==> src/rtl/fifo_drain_pkg.sv <==
// Shared constants and elaboration helpers for the FIFO read-side drain serializer.
package fifo_drain_pkg;

    localparam int unsigned BUF_DEPTH = 4;
    localparam int unsigned PTR_WIDTH = 2;
    localparam int unsigned OCC_WIDTH = 3;

    function automatic int unsigned calc_ratio(input int unsigned data_width,
                                               input int unsigned out_width);
        return data_width / out_width;
    endfunction

    function automatic bit ratio_ok(input int unsigned data_width,
                                    input int unsigned out_width);
        return (out_width != 0) && (out_width <= data_width) && (data_width % out_width == 0);
    endfunction

endpackage

==> src/rtl/drain_word_buffer.sv <==
// Four-entry synchronous word buffer; the caller guarantees no push when full and no pop when empty.
module drain_word_buffer
    import fifo_drain_pkg::*;
#(
    parameter int unsigned DATA_WIDTH = 8
) (
    input  logic                  clk_i,
    input  logic                  clear_i,
    input  logic                  push_i,
    input  logic [DATA_WIDTH-1:0] push_data_i,
    input  logic                  pop_i,
    output logic [DATA_WIDTH-1:0] head_data_o,
    output logic [OCC_WIDTH-1:0]  occupancy_o
);

    logic [DATA_WIDTH-1:0] mem_q [BUF_DEPTH];
    logic [PTR_WIDTH-1:0]  head_q, head_d;
    logic [PTR_WIDTH-1:0]  tail_q, tail_d;
    logic [OCC_WIDTH-1:0]  occ_q, occ_d;

    always_comb begin
        head_d = head_q;
        tail_d = tail_q;
        occ_d  = occ_q;
        if (push_i) tail_d = tail_q + 1'b1;
        if (pop_i)  head_d = head_q + 1'b1;
        case ({push_i, pop_i})
            2'b10:   occ_d = occ_q + 1'b1;
            2'b01:   occ_d = occ_q - 1'b1;
            default: occ_d = occ_q;
        endcase
    end

    always_ff @(posedge clk_i) begin
        if (clear_i) begin
            head_q <= '0;
            tail_q <= '0;
            occ_q  <= '0;
        end else begin
            head_q <= head_d;
            tail_q <= tail_d;
            occ_q  <= occ_d;
        end
    end

    always_ff @(posedge clk_i) begin
        if (push_i && !clear_i) begin
            mem_q[tail_q] <= push_data_i;
        end
    end

    assign head_data_o = mem_q[head_q];
    assign occupancy_o = occ_q;

endmodule

==> src/rtl/fifo_drain_serializer.sv <==
// Pops words from the dual-clock FIFO read port, buffers up to four, and streams each word
// out MSB chunk first on a valid/ready interface.
module fifo_drain_serializer
    import fifo_drain_pkg::*;
#(
    parameter int unsigned DATA_WIDTH  = 8,
    parameter int unsigned OUT_WIDTH   = 8,
    parameter int unsigned COUNT_WIDTH = 16
) (
    input  logic                   Clk,
    input  logic                   Clear_in,
    input  logic [DATA_WIDTH-1:0]  FifoData_in,
    input  logic                   FifoEmpty_in,
    output logic                   FifoReadEn_out,
    input  logic                   Enable_in,
    output logic [OUT_WIDTH-1:0]   Data_out,
    output logic                   Valid_out,
    input  logic                   Ready_in,
    output logic                   Last_out,
    output logic [COUNT_WIDTH-1:0] WordCount_out
);

    localparam int unsigned RATIO     = calc_ratio(DATA_WIDTH, OUT_WIDTH);
    localparam int unsigned IDX_WIDTH = (RATIO > 1) ? $clog2(RATIO) : 1;
    localparam logic [IDX_WIDTH-1:0] LAST_IDX = IDX_WIDTH'(RATIO - 1);

    if (!ratio_ok(DATA_WIDTH, OUT_WIDTH)) begin : g_ratio_check
        $fatal(1, "OUT_WIDTH must divide DATA_WIDTH exactly");
    end

    logic                   pending_q;
    logic [IDX_WIDTH-1:0]   idx_q, idx_d;
    logic [COUNT_WIDTH-1:0] count_q, count_d;
    logic [OCC_WIDTH-1:0]   occ;
    logic [OCC_WIDTH:0]     committed;
    logic [DATA_WIDTH-1:0]  head_data;
    logic [DATA_WIDTH-1:0]  head_shifted;
    logic                   at_last;
    logic                   xfer;
    logic                   pop;

    // Words already buffered plus the one still in flight from the FIFO's registered read.
    assign committed = {1'b0, occ} + (OCC_WIDTH + 1)'(pending_q);

    assign FifoReadEn_out = !Clear_in && Enable_in && !FifoEmpty_in
                            && (committed < (OCC_WIDTH + 1)'(BUF_DEPTH));

    assign at_last      = (idx_q == LAST_IDX);
    assign Valid_out    = (occ != '0);
    assign Last_out     = Valid_out && at_last;
    assign xfer         = Valid_out && Ready_in;
    assign pop          = xfer && at_last;
    assign head_shifted = head_data << (idx_q * OUT_WIDTH);
    assign Data_out     = head_shifted[DATA_WIDTH-1 -: OUT_WIDTH];
    assign WordCount_out = count_q;

    always_comb begin
        idx_d   = idx_q;
        count_d = count_q;
        if (xfer) begin
            if (at_last) begin
                idx_d   = '0;
                count_d = count_q + 1'b1;
            end else begin
                idx_d = idx_q + 1'b1;
            end
        end
    end

    always_ff @(posedge Clk) begin
        if (Clear_in) begin
            pending_q <= 1'b0;
            idx_q     <= '0;
            count_q   <= '0;
        end else begin
            pending_q <= FifoReadEn_out;
            idx_q     <= idx_d;
            count_q   <= count_d;
        end
    end

    drain_word_buffer #(
        .DATA_WIDTH (DATA_WIDTH)
    ) u_word_buffer (
        .clk_i       (Clk),
        .clear_i     (Clear_in),
        .push_i      (pending_q),
        .push_data_i (FifoData_in),
        .pop_i       (pop),
        .head_data_o (head_data),
        .occupancy_o (occ)
    );

endmodule

==> config.mk <==
export PLATFORM = sky130hd
export DESIGN_NAME = fifo_drain_serializer
export DESIGN_NICKNAME = d
export VERILOG_FILES = /design/src/rtl/fifo_drain_pkg.sv /design/src/rtl/drain_word_buffer.sv /design/src/rtl/fifo_drain_serializer.sv
export SDC_FILE = /design/constraint.sdc
export NUM_CORES = 1
export LEC_CHECK = 0
export ABC_AREA = 1
export CAP_MARGIN = 20
export CORE_UTILIZATION = 53
export CTS_CLUSTER_DIAMETER = 50
export DETAILED_ROUTE_END_ITERATION = 10
export HOLD_SLACK_MARGIN = 0.15
export PLACE_DENSITY = 0.86
export SLEW_MARGIN = 0
export SYNTH_ARGS = -nofsm -noshare
export SYNTH_HDL_FRONTEND = slang
export SYNTH_SLANG_ARGS = --single-unit
==> constraint.sdc <==
create_clock -name Clk -period 2.2 [get_ports Clk]
set_input_delay 0.44 -clock Clk [delete_from_list [all_inputs] [get_ports Clk]]
set_output_delay 0.44 -clock Clk [all_outputs]
set_load 0.02 [all_outputs]
# [After elaboration in Yosys (flattened, before gate mapping)]
# Memories as Yosys holds them, arrays and structs flattened. A register that Yosys moved wholly into a read port is not among the register bits.
# Cells that the tools add are included.
[totals] ramBits=32 out_inout_bits=27 memories=1 elab_cells=37 regBits=25 input_bits=13
[op_classes] n_shift=1 n_reduce_logical=12 mux=6 bitwise_logic=1 add_sub_neg=7 n_lt_le_gt_ge=1 n_eq_ne=2
[mem_list] memory="u_word_buffer.mem_q" words=4 word_bits=8 read_ports=1 rd_ports_with_merged_regs=1 wr=1 line_no="drain_word_buffer.sv:16" source="logic [DATA_WIDTH-1:0] mem_q [BUF_DEPTH];"
[ops] op="16-bit by 1-bit adder with 16-bit output, second input constant" count=1
[ops] op="8-bit by 4-bit left shift with 8-bit output" count=1
[ops] op="1-bit logical AND" count=7
[ops] op="3-bit case mux with 2 select lines" count=1
[ops] op="2-bit by 1-bit adder with 2-bit output, second input constant" count=2
[ops] op="3-bit by 1-bit adder with 4-bit output" count=1
[ops] op="4-bit by 3-bit less-than comparator with 1-bit output, second input constant" count=1
[ops] op="2-bit 2-to-1 mux" count=2
[ops] op="3-bit by 1-bit adder with 3-bit output, second input constant" count=1
[ops] op="1-bit 2-to-1 mux" count=3
[ops] op="3-bit nonzero test" count=1
[ops] op="3-bit by 1-bit subtractor with 3-bit output, second input constant" count=1
[ops] op="2-bit by 1-bit equality test with 1-bit output, second input constant" count=1
[ops] op="2-bit equality test, second input constant" count=1
[ops] op="1-bit logical NOT" count=2
[ops] op="2-bit AND reduction" count=1
[ops] op="2-bit nonzero test" count=1
[ops] op="1-bit adder, second input constant" count=1
[ops] op="1-bit NOT" count=1

# [Logic depth before layout (Yosys ltp)]
# Gate-level depths: netlist of the first run.
[logic_depth] ltp_word=5 depth_mapped=13

# [Modules after synthesis]
# Synthesis of the first run repeated with hierarchy kept, for this count alone.
[unflattened] hier_cells=279 hier_area_um2=2593.7
[modules_own_cells] module="drain_word_buffer" area_per_inst_um2=1631.6 seq_area_each_um2=1141.1 cells_per_inst=133 instances=1
[modules_own_cells] module="fifo_drain_serializer" area_per_inst_um2=962.2 seq_area_each_um2=340.3 cells_per_inst=146 instances=1

# [Worst setup path before layout of the first run]
# OpenSTA, ideal clock, no wires.
[synth_timing] path_type="register to register" from="register u_word_buffer.occ_q[1], in the netlist u_word_buffer.occupancy_o[1]" to="register u_word_buffer.occ_q[2], in the netlist u_word_buffer.occupancy_o[2]" path_slack_ns=0.283 setup_time_ns=0.113 stages_incl_launch_ff=13 required_time_ns=2.087 arrival_ns=1.804 path_cell_list="dfxtp_1 nor2_2 nand2_2 nand2_4 buf_12 inv_4 ha_1 inv_1 fa_1 a21oi_1 o21ai_0 nor2_1 nor2_1"
[synth_between] elab_chain_cells=5
[synth_lines] element="from (decl)" line_no="drain_word_buffer.sv:19" source="logic [OCC_WIDTH-1:0] occ_q, occ_d;"
[synth_lines] element="from (signal assigned)" line_no="drain_word_buffer.sv:38" source="occ_q <= '0;"
[synth_lines] element="from (signal assigned)" line_no="drain_word_buffer.sv:42" source="occ_q <= occ_d;"
[synth_lines] element="3-bit nonzero test (*)" line_no="fifo_drain_serializer.sv:49" source="assign Valid_out = (occ != '0);"
[synth_lines] element="1-bit logical AND (*)" line_no="fifo_drain_serializer.sv:51" source="assign xfer = Valid_out && Ready_in;"
[synth_lines] element="1-bit logical AND (*)" line_no="fifo_drain_serializer.sv:52" source="assign pop = xfer && at_last;"
[synth_lines] element="net pop" line_no="fifo_drain_serializer.sv:40" source="logic pop;"
[synth_lines] element="2-bit by 1-bit equality test with 1-bit output or 2-bit equality test (tied branches)" line_no="drain_word_buffer.sv:27" source="case ({push_i, pop_i})"
[synth_lines] element="3-bit case mux with 2 select lines or 2-bit nonzero test (tied branches)"
# The timed path passes the listed nets; every way through them passes the cells marked *.
# A chain may end at the register's enable or synchronous reset.

==> impl_metrics.csv, run 1 <==
group,metric,value,unit
run_status,status,"finished, final reports clean",
sta,hold_violations,0,
sta,slew_viol_final,0,
grt,antenna_found_initial,0,
pwr,powerDensity,787.0,nW/um2
hold_path,holdCritPathClass,"reg -> reg",
layout,areaGrowthSynthToFinish,25.73,%
routing,drt_first_iter_violations,142,
floorplan,pin_count,40,
placement,io_buffers,39,
routing,vias,1986,
grt,grt_pass1_vias,2012,
routing,ant_nets,0,
logic_synthesis,yosysUniqueCellTypes,32,
floorplan,dieArea,5117,um2
layout,diodes,0,
sta,min_period,2050,ps
placement,gp_congestion,0.8418,
setup_path,arrival,1610,ps
clock_tree,clock_path_buffers,2,
routing,drc,0,
routing,wire_per_inst,13.55,um
clock_tree,cts_max_level,3,
grt,grt_max_degree,21,
setup_path,path_class,"reg -> out",
logic_synthesis,syn_inst,269,
sta,fmaxAchievable,487.8,MHz
flow_run,maxCapViolCount,0,
grt,track_usage,23.63,%
routing,viasPerCell,5.226,
clock_tree,cts-root-buf,"clkbuf_8",
floorplan,core-area,4504,um2
setup_path,end_kind,"output pin",
routing,wl,5148,um
logic_synthesis,yosysWarnings,0,
grt,grt_pass1_wl,9149,um
logic_synthesis,syn-cell-area,2562,um2
setup_path,required,1760,ps
floorplan,die_width,71.53,um
clock_tree,clk_latency,330,ps
clock_tree,cts_setup_buffers,0,
clock_tree,cts.sinks,58,
routing,drtPass1Iterations,5,
logic_synthesis,seq_area_frac_synth,57.81,%
grt,grt_overflow,0,
logic_synthesis,avgSynthCellArea,9.526,um2
clock_tree,cts_tree,"yes",
logic_synthesis,ys_ff_latch,58,
pwr,leakagePower,1.217,nW
placement,dp_hpwl,3298,um
setup_path,cp-start-kind,"register",
sta,slew-limit-headroom,78.02,%
sta,tightest_slew,329.2,ps
clock_tree,path_clk_slew,70,ps
sta,setup_viol,0,
layout,drive_gt1_share,13.41,%
clock_tree,numCtsBuffers,9,
pwr,vdd_ir_drop_max,586.3,uV
floorplan,chipHeight,71.53,um
layout,layout.nets,343,
setup_path,critPathMaxFanout,16,
sta,rsz0062_at_grt,"false",
sta,finalCritPeriodShare,93.19,%
pwr,total_power,2.536,mW
logic_synthesis,syn_nets,289,
sta,finalClockSkew,5.109,ps
floorplan,rows,24,
floorplan,initial_core_util,56.89,%
layout,fin_util,71.53,%
[path summary, 6_finish.rpt]
check / from / end / slack [ps] / depth (start not counted)
worst max-delay path: register / Data_out[3] / 150 / 4
worst min register to register: u_word_buffer.head_q[1] / u_word_buffer.head_q[1] / 500 / 2
worst min-delay path: u_word_buffer.head_q[1] / u_word_buffer.head_q[1] / 500 / 2
worst max register to register: u_word_buffer.occupancy_o[1] / u_word_buffer.occupancy_o[2] / 330 / 11
[critical path: stages (launching register included)]
cell,delay [ps]
dfxtp_1,360
buf_4,220
o21ai_0,120
o22ai_1,220
dlygate4sd2_1,360
[cells in the final DEF, fill, tap and decap left out, drive strengths merged, types with 10 or more instances in the layout]
cell type / netlist / layout
o21ai: 24 / 24
nand2: 45 / 45
clkbuf: 0 / 11
edfxtp: 32 / 32
clkdlybuf4s50: 0 / 30
a21oi: 14 / 14
nor2: 60 / 60
buf: 6 / 10
dfxtp: 26 / 26
inv: 30 / 30
[stage by stage]
| stage | setup slack (ps) | hold slack [ps] | instances | setup TNS, ps | instance area [um2] |
|---|---|---|---|---|---|
| after floorplan | 282.9 | 436.2 | 269 | 0 | 2562 |
| after global placement | -98.00 | 446.8 | 364 | -98.00 | 3047 |
| after detailed placement | -100.2 | 459.7 | 364 | -100.2 | 3047 |
| after CTS | 117.1 | 496.9 | 380 | 0 | 3222 |
| after global routing | 46.53 | 517.4 | 380 | 0 | 3222 |
| final | 149.9 | 496.3 | 380 | 0 | 3222 |
[synthesized netlist by cell type]
cell,instances,area (um2)
nand2_4,1,11.26
nand2_1,42,157.7
inv_1,28,105.1
o21bai_2,1,11.26
ha_1,6,75.07
nor2_1,52,195.2
buf_1,1,3.750
o22ai_1,8,50.05
buf_12,1,20.02
o21ai_2,1,8.760
o21ai_1,1,5.000
xor2_1,1,8.760
edfxtp_1,32,960.9
nor2_4,4,45.04
nor3b_2,1,12.51
and2_1,1,6.260
nor3_2,1,10.01
nand2_2,2,12.51
buf_2,3,15.01
o21ai_0,22,110.1
fa_1,1,20.02
nand3_1,9,45.04
nand4_1,1,6.260
nor2_2,3,18.77
a21oi_1,12,60.06
a31oi_1,2,12.51
nor2_8,1,20.02
buf_4,1,7.510
a21oi_2,2,17.52
inv_2,1,3.750
inv_4,1,6.260
dfxtp_1,26,520.5
[sequential cells by signal, summed over array words and instances, names as in the netlist, named ones only]
name and cells:
pending_q 1, u_word_buffer.mem_q 32, u_word_buffer.head_q 2, u_word_buffer.tail_q 2, WordCount_out 16, u_word_buffer.occupancy_o 3
[kinds of logic (layout without fill, tap and decap cells)]
group | Yosys count | in the layout | synth area share, %
fa+ha+maj | 7 | 7 | 3.711
compound gates | 49 | 49 | 10.74
flops | 58 | 58 | 57.81
xor+xnor | 1 | 1 | 0.3419
buf+inv | 36 | 95 | 6.299
simple gates | 118 | 118 | 21.09
[layout make-up]
cell class / instances / area, um2
clock buffers: 11 / 131.4
clock inverters: 5 / 55.05
fillers: 322 / 1282
inverters: 30 / 115.1
multi-input cells: 175 / 919.6
flip-flops and latches: 58 / 1481
well taps: 52 / 65.06
repair buffers: 49 / 454.2
[layer usage]
layer  wire length, um  GRT usage [%]  share of wire (%)
met1              2195          28.33                 43
met2              2614          40.85                 51
met3               292          7.454                5.7
met4                46          7.407               0.89
met5                 0              0                  0
[report_power, final]
part           internal, mW  switching (mW)  leakage (nW)
Clock                 0.519           0.420        0.0893
Sequential             1.17          0.0257         0.499
Combinational         0.155           0.244         0.629
Total                  1.85           0.689          1.22
[what timing repair did]
action	CTS	global route
setup endpoints to repair	9	0
resized for setup	10	0
hold buffers	0	0
No activity file was read; power rests on OpenSTA's default activity.
==> inputs of run 2 (changes only) <==
--- a/config.mk
+++ b/config.mk
@@ -11,7 +11,7 @@
 export CTS_CLUSTER_DIAMETER = 50
 export DETAILED_ROUTE_END_ITERATION = 10
 export HOLD_SLACK_MARGIN = 0.15
-export PLACE_DENSITY = 0.86
+export PLACE_DENSITY = 0.88
 export SLEW_MARGIN = 0
 export SYNTH_ARGS = -nofsm -noshare
 export SYNTH_HDL_FRONTEND = slang
==> impl_metrics.csv, run 2 (synthesis gave the netlist of run 1 again) <==
group,metric,value,unit
run_status,status,"finished, final reports clean",
routing,vias,1974,
pwr,p_comb_share,15.9,%
placement,dp_hpwl,3396,um
sta,slew-limit-headroom,83.10,%
clock_tree,clk_latency,340,ps
layout,regMostFlops,"u_word_buffer.mem_q",
clock_tree,path_clk_slew,60,ps
sta,setup_ws,160.4,ps
pwr,seq_power_share,47.9,%
placement,gp_congestion,0.8449,
clock_tree,cts-root-buf,"clkbuf_8",
layout,regArea,1483,um2
layout,fin_util,71.19,%
setup_path,end_kind,"output pin",
floorplan,die_width,71.53,um
clock_tree,numCtsBuffers,9,
layout,n_fill_cell,338,
sta,hold_violations,0,
hold_path,holdCritPathClass,"reg -> reg",
grt,grt_pass1_wl,8694,um
sta,slew_viol_final,0,
clock_tree,clock_path_buffers,2,
routing,viasPerCell,5.208,
placement,io_buffers,39,
sta,finalClockSkew,8.161,ps
sta,min_period,2040,ps
floorplan,chipHeight,71.53,um
pwr,vdd_ir_drop_max,425.5,uV
clock_tree,cts_tree,"yes",
clock_tree,cts_hold_buffers,0,
routing,wire_per_inst,13.56,um
routing,ant_nets,0,
setup_path,cp-start-kind,"input pin",
setup_path,critPathMaxFanout,2,
setup_path,required,1760,ps
pwr,clock_power_share,36.3,%
layout,areaGrowthSynthToFinish,25.15,%
floorplan,initial_core_util,56.89,%
grt,track_usage,22.74,%
grt,grt_pass1_vias,1970,
layout,layout.nets,342,
layout,layout_common_cells,"nor2_1, nand2_1, edfxtp_1",
setup_path,path_class,"in -> out",
routing,drt_first_iter_violations,168,
pwr,leakagePower,1.213,nW
pwr,p_int,1.841,mW
routing,wl,5139,um
placement,preCtsSetupSlack,-120.6,ps
setup_path,arrival,1600,ps
floorplan,dieArea,5117,um2
layout,layout_commonest_cell,"nor2_1",
layout,diodes,0,
sta,tightest_slew,253.4,ps
pwr,switching_share,26.42,%
floorplan,core-area,4504,um2
clock_tree,cts.sinks,58,
routing,drtPass1Iterations,4,
sta,setup_viol,0,
grt,grt_overflow,0,
flow_run,maxCapViolCount,0,
grt,grt_max_degree,21,
floorplan,pin_count,40,
layout,drive_gt1_share,12.54,%
sta,fmaxAchievable,490.3,MHz
clock_tree,cts_max_level,3,
layout,multiInputGateArea,919.6,um2
grt,antenna_found_initial,0,
sta,finalCritPeriodShare,92.71,%
layout,largest_register_ffs,32,
pwr,p_switching,0.6613,mW
pwr,powerDensity,780.4,nW/um2
floorplan,rows,24,
sta,rsz0062_at_grt,"false",
routing,drc,0,
==> run 2: cell count changes in the layout (fill, tap and decap cells not counted) <==
cell	before	now
clkinv_1	0	2
clkbuf_1	2	3
buf_4	10	9
clkinvlp_4	2	0
clkinv_2	2	1
dfxtp_1	26	25
dfxtp_2	0	1
==> run 2: per-stage QoR <==
| step | instance area [um2] | TNS, ps | hold WS [ps] | power [mW] | cells |
|---|---|---|---|---|---|
| 2_1_floorplan | 2562 | 0 | 436.2 | 1.482 | 269 |
| 5_1_grt | 3207 | 0 | 514.6 | 2.609 | 379 |
| 4_1_cts | 3207 | 0 | 500.9 | 2.514 | 379 |
| 3_5_place_dp | 3039 | -126.3 | 457.7 | 1.636 | 363 |
| 3_3_place_gp | 3039 | -103.3 | 446.5 | 1.620 | 363 |
| 6_report | 3207 | 0 | 494.8 | 2.502 | 379 |
==> run 2: cell type report <==
cell class	instances	area share, %
well taps	52	2.029
clock buffers	12	4.214
inverters	30	3.590
repair buffers	48	13.93
multi-input cells	175	28.68
clock inverters	4	1.327
flip-flops and latches	58	46.23
==> run 2: layer usage <==
metal,part of all wire [%],up-vias,track usage (%)
li1,-,996,-
met1,42,914,25.40
met2,51,54,40.21
met3,4.9,10,6.188
met4,2.3,0,11.11
met5,0,-,0
==> run 2: power by group through the flow <==
| stage | registers, mW | clock network, mW | logic (mW) |
|---|---|---|---|
| floorplan | 1.23 | 0 | 0.256 |
| global placement | 1.22 | 0 | 0.401 |
| detailed placement | 1.22 | 0 | 0.416 |
| CTS | 1.20 | 0.917 | 0.400 |
| global route | 1.20 | 0.970 | 0.438 |
| finish | 1.20 | 0.908 | 0.397 |
==> run 2: worst paths after layout <==
path	from	endpoint	slack, ps	cells past startpoint
max	Clear_in	FifoReadEn_out	160	5
min	pending_q	pending_q	490	1
max reg2reg	u_word_buffer.occupancy_o[1]	u_word_buffer.occupancy_o[2]	360	11
min reg2reg	pending_q	pending_q	490	1
==> run 2: repair_timing <==
item	CTS	global route
resized for setup	11	0
setup endpoints to repair	9	0
endpoints found under the hold margin	0	0
setup buffers	0	0
==> run 2: critical path: stages <==
cell	delay (ps)
clkdlybuf4s50_1	430
nor2_1	110
nand3_1	110
a31oi_1	160
dlygate4sd2_1	350
